### config.mk
export PLATFORM = sky130hd
export DESIGN_NAME = seq_divider
export DESIGN_NICKNAME = d
export VERILOG_FILES = /design/src/rtl/seq_divider_pkg.sv /design/src/rtl/seq_divider_trial_sub.sv /design/src/rtl/seq_divider.sv
export SDC_FILE = /design/constraint.sdc
export NUM_CORES = 1
export LEC_CHECK = 0
export ABC_AREA = 1
export BUFFER_PORTS_ARGS = -buffer_cell sky130_fd_sc_hd__buf_2
export CAP_MARGIN = 20
export CORE_ASPECT_RATIO = 1.2
export CORE_UTILIZATION = 35
export CTS_CLUSTER_DIAMETER = 80
export CTS_CLUSTER_SIZE = 25
export DETAILED_ROUTE_END_ITERATION = 6
export PLACE_DENSITY = 0.59
export SYNTH_ARGS = -nofsm -noshare
export SYNTH_HDL_FRONTEND = slang
export SYNTH_SLANG_ARGS = --single-unit
### constraint.sdc
create_clock -name clk -period 4.6 [get_ports clk]
set_clock_uncertainty 0.2 [all_clocks]
set_input_delay 0.69 -clock clk [delete_from_list [all_inputs] [get_ports clk]]
set_output_delay 0.69 -clock clk [all_outputs]
set_load 0.01 [all_outputs]
### src/rtl/seq_divider_pkg.sv
// Shared definitions for the sequential restoring divider: FSM state
// encoding and the default operand width.
package seq_divider_pkg;

  localparam int DEF_N = 4;

  typedef enum logic [1:0] {
    IDLE = 2'd0,
    RUN  = 2'd1,
    DONE = 2'd2
  } div_state_t;

endpackage

### src/rtl/seq_divider_trial_sub.sv
// Combinational W-bit trial subtractor a - b, built as a ripple chain of
// full-adder cells adding the inverted subtrahend with carry-in 1.
// borrow is the inverted final carry: 1 means a < b.
module div_trial_sub #(
  parameter int W = 5
) (
  input  logic [W-1:0] a,
  input  logic [W-1:0] b,
  output logic [W-1:0] diff,
  output logic         borrow
);

  logic [W:0]   carry;
  logic [W-1:0] b_inv;

  assign carry[0] = 1'b1;
  assign b_inv    = ~b;

  // One full-adder cell per bit; carry ripples from LSB to MSB
  for (genvar i = 0; i < W; i++) begin : g_fa
    assign diff[i]      = a[i] ^ b_inv[i] ^ carry[i];
    assign carry[i + 1] = (a[i] & b_inv[i]) | (a[i] & carry[i]) | (b_inv[i] & carry[i]);
  end

  assign borrow = ~carry[W];

endmodule

### src/rtl/seq_divider.sv
// Sequential restoring divider: 2N-bit dividend / N-bit divisor, one
// quotient bit per clock, start/done handshake. Divide by zero skips the
// iterations and reports an all-ones quotient with div_zero set.
module seq_divider
  import seq_divider_pkg::*;
#(
  parameter int N = DEF_N
) (
  input  logic           clk,
  input  logic           rst_n,
  input  logic           start,
  input  logic [2*N-1:0] dividend,
  input  logic [N-1:0]   divisor,
  output logic           ready,
  output logic           done,
  output logic [2*N-1:0] quotient,
  output logic [N-1:0]   remainder,
  output logic           div_zero
);

  localparam int CNT_W = $clog2(2 * N);

  div_state_t     state;
  logic [2*N-1:0] q_reg;
  logic [N:0]     r_reg;
  logic [N-1:0]   dvs_reg;
  logic [CNT_W-1:0] cnt;
  logic           dz_pend;

  logic [N:0]     trial_s;
  logic [N:0]     trial_d;
  logic [N:0]     trial_t;
  logic           trial_borrow;

  // Shift the next dividend bit into the partial remainder for this iteration
  always_comb begin
    trial_s = {r_reg[N-1:0], q_reg[2*N-1]};
    trial_d = {1'b0, dvs_reg};
  end

  div_trial_sub #(
    .W (N + 1)
  ) u_trial (
    .a      (trial_s),
    .b      (trial_d),
    .diff   (trial_t),
    .borrow (trial_borrow)
  );

  // Control FSM with registered handshake and result outputs
  always_ff @(posedge clk or negedge rst_n) begin
    if (!rst_n) begin
      state     <= IDLE;
      ready     <= 1'b1;
      done      <= 1'b0;
      quotient  <= '0;
      remainder <= '0;
      div_zero  <= 1'b0;
      q_reg     <= '0;
      r_reg     <= '0;
      dvs_reg   <= '0;
      cnt       <= '0;
      dz_pend   <= 1'b0;
    end else begin
      done <= 1'b0;
      case (state)
        IDLE: begin
          if (start) begin
            ready    <= 1'b0;
            div_zero <= 1'b0;
            if (divisor != '0) begin
              dvs_reg <= divisor;
              q_reg   <= dividend;
              r_reg   <= '0;
              cnt     <= CNT_W'(2 * N - 1);
              dz_pend <= 1'b0;
              state   <= RUN;
            end else begin
              // No iterations needed; the result is fixed
              dz_pend <= 1'b1;
              state   <= DONE;
            end
          end
        end
        RUN: begin
          // Keep the difference when it did not borrow, otherwise restore
          r_reg <= trial_borrow ? trial_s : trial_t;
          q_reg <= {q_reg[2*N-2:0], ~trial_borrow};
          cnt   <= cnt - 1'b1;
          if (cnt == '0) begin
            state <= DONE;
          end
        end
        DONE: begin
          done  <= 1'b1;
          ready <= 1'b1;
          state <= IDLE;
          if (dz_pend) begin
            quotient  <= '1;
            remainder <= '0;
            div_zero  <= 1'b1;
          end else begin
            quotient  <= q_reg;
            remainder <= r_reg[N-1:0];
            div_zero  <= 1'b0;
          end
        end
        default: begin
          state <= IDLE;
          ready <= 1'b1;
        end
      endcase
    end
  end

endmodule

==> flow_metrics.env <==
export IMPL_status="completed"
export IMPL_ant_nets=0
export IMPL_synthesis_nets=233
export IMPL_power_density_nw_per_um2=698
export IMPL_std_cell_rows=27
export IMPL_synth_largest_area_cell="dfrtp_1"
export IMPL_clkSlewWorstSetupHoldPaths_ps=70
export IMPL_swShare_pct=42.1
export IMPL_netlist_instances=212
export IMPL_coreArea_sq_um=4700
export IMPL_period_minus_slack_ps=2400
export IMPL_worst_pin_slew_ps=797
export IMPL_insertion_delay_ps=290
export IMPL_seqPwrFrac_pct=41.5
export IMPL_first_pass_iters=4
export IMPL_remaining_drc_errors=0
export IMPL_synth_fa_ha_area_share_pct=5.59
export IMPL_max_cap_violations=0
export IMPL_antenna_cells=0
export IMPL_syn_area_sq_um=1750
export IMPL_fp_dieArea_sq_um=5280
export IMPL_startpoint="q_reg[7]"
export IMPL_comb_power_share_pct=42.8
export IMPL_synth_compound_area_share_pct=3.37
export IMPL_synth_seq_cells=37
export IMPL_p_clk_share_pct=15.7
export IMPL_seqCellArea_sq_um=927
export IMPL_final_hold_viol_count=0
export IMPL_num_fill_cells=489
export IMPL_wirelength_mm=3.30
export IMPL_power_uw=1410
export IMPL_ys_flop_type="dfrtp_1"
export IMPL_ioPinCount=30
export IMPL_gp_congestion=0.786
export IMPL_crit_path_end="r_reg[3]"
export IMPL_min_path_type="flip-flop to flip-flop"
export IMPL_dp_hpwl_mm=2.45
export IMPL_nNetsFinal=263
export IMPL_start_util_pct=37.2
export IMPL_antenna_found_initial=0
export IMPL_rsz0062_at_grt="no"
export IMPL_ys_top_cells_by_area="dfrtp_1, nand2_1, nand3_1"
export IMPL_cp_data_arrival_time_ps=2380
export IMPL_r2r_start="q_reg[7]"
export IMPL_grt_pass1_vias=1270
export IMPL_ys_warnings_count=0
export IMPL_avgSynthCellArea_sq_um=8.24
export IMPL_hold_buffers=0
export IMPL_root_buffer="clkbuf_8"
export IMPL_synth_cell_type_count=20
export IMPL_crit_required_ps=4580
export IMPL_syn_to_final_growth_pct=15.3
export IMPL_drt_iter0_markers=46
export IMPL_crit_type="flip-flop to flip-flop"
export IMPL_p_leak_uw=0.00108
export IMPL_htreeDepth=2
export IMPL_final_common_cell="nand2_1"
export IMPL_post_route_period_util_pct=52.1
export IMPL_ctsResizeCount=0
export IMPL_multi_input_area_sq_um=719
export IMPL_drive_gt1_share_pct=18.9
export IMPL_fin_hold_ws_ps=273
export IMPL_grt_pass1_wl_mm=5.71
export IMPL_synth_mux_area_share_pct=0
export IMPL_critPathLaunchType="flip-flop"
export IMPL_cts_buffer_depth=2
export IMPL_async_reset_ff_share_pct=100
export IMPL_synth_top_cell_area_share_pct=51.6
export IMPL_r2r_setup_slack_ps=2200
export IMPL_vdd_ir_drop_worst_mv=0.231
export IMPL_setup_viol=0
export IMPL_avgViaCountPerCell=4.58
export IMPL_synth_xor_area_share_pct=0
export IMPL_cts_tree="done"
export IMPL_die_w_microns=66.5
export IMPL_die_y_microns=79.4
export IMPL_r2r_end="r_reg[3]"
export IMPL_clock_sinks=37
export IMPL_report_final_slew_viol_count=0
export IMPL_track_usage_pct=14.8
export IMPL_fin_setup_tns_ps=0
export IMPL_post_cts_buffers=0
export IMPL_slew_headroom_pct=46.8
export IMPL_p_int_uw=814
export IMPL_cp_end_kind="flip-flop"
export IMPL_final_cell_mix="nand2_1, dfrtp_1, nor2_1, buf_2, nand3_1"
export IMPL_synth_edf_count=0
export IMPL_grt_max_degree=38
export IMPL_critPathMaxFanout=3
export IMPL_max_freq_ghz=0.417
export IMPL_grt_overflow=0
export IMPL_synth_top_family_by_area="simple AND/OR/NAND/NOR gates"
export IMPL_switching_power_uw=592
export IMPL_numCtsBuffers=5
export IMPL_r2r_cells=8
export IMPL_ys_seq_area_share_pct=53.1
export IMPL_yosys_area_share_simple_pct=32.2
export IMPL_io_buffers=29
export IMPL_vias=1379
export IMPL_routedWlPerCell_microns=11.0
## power by group through the flow
stage               registers (uW)  logic [uW]  clock network [uW]
floorplan                      588         456                   0
global placement               588         598                   0
detailed placement             590         612                   0
CTS                            584         613                 227
global route                   611         708                 243
finish                         583         602                 221
## stage by stage
step / worst slack [ps] / std cells / cell area, sq um / util (%)
global placement: 2240 / 293 / 1930 / 41.1
detailed placement: 2200 / 293 / 1930 / 41.1
finish: 2200 / 301 / 2010 / 42.9
global route: 2100 / 301 / 2010 / 42.9
CTS: 2200 / 301 / 2010 / 42.9
floorplan: 2290 / 212 / 1750 / -
## per-layer routing
layer	GRT usage [%]	wire [microns]
met1	18.3	1570
met2	23.1	1500
met4	7.02	66
met5	0	0
met3	4.86	170
## synth_stat cells (2+ instances only)
cell,instances
nand3_1,26
buf_2,5
nor2_1,29
dfrtp_1,36
ha_1,3
o21ai_1,3
inv_1,14
o21ai_0,2
a21oi_1,2
nand2_1,77
inv_2,3
nand2_2,2
fa_1,3
## critical path, cell delays in order (launching register included)
cell and delay [ps]:
dfrtp_1 340, inv_1 70, ha_1 210, fa_1 370, fa_1 360, inv_1 70
fa_1 400, o211ai_1 190, nand2_1 70
## worst min-delay path by stage
stage / startpoint / end / slack [ps] / depth (start not counted)
final: dvs_reg[3] / dvs_reg[3] / 270 / 2
after global routing: cnt[2] / cnt[2] / 300 / 2
after CTS: r_reg[1] / r_reg[1] / 280 / 2
after detailed placement: r_reg[1] / r_reg[1] / 260 / 2
after global placement: cnt[1] / cnt[1] / 250 / 2
after floorplan: rst_n / cnt[0] / 190 / 0
## layout make-up
cell class / count / share of cell area (%)
Tap cell: 58 / 3.60
Timing Repair Buffer: 29 / 7.20
Clock inverter: 3 / 0.870
Inverter: 17 / 3.17
Clock buffer: 5 / 3.42
Sequential cell: 37 / 46.0
Multi-Input combinational cell: 152 / 35.7
## cells by family after synthesis
group | Yosys count
AO/OA/AOI/OAI | 10
adder cells (fa/ha/maj) | 6
buffers and inverters | 23
flip-flops | 37
AND/OR/NAND/NOR | 136
Power figures use the tool's default switching activity.
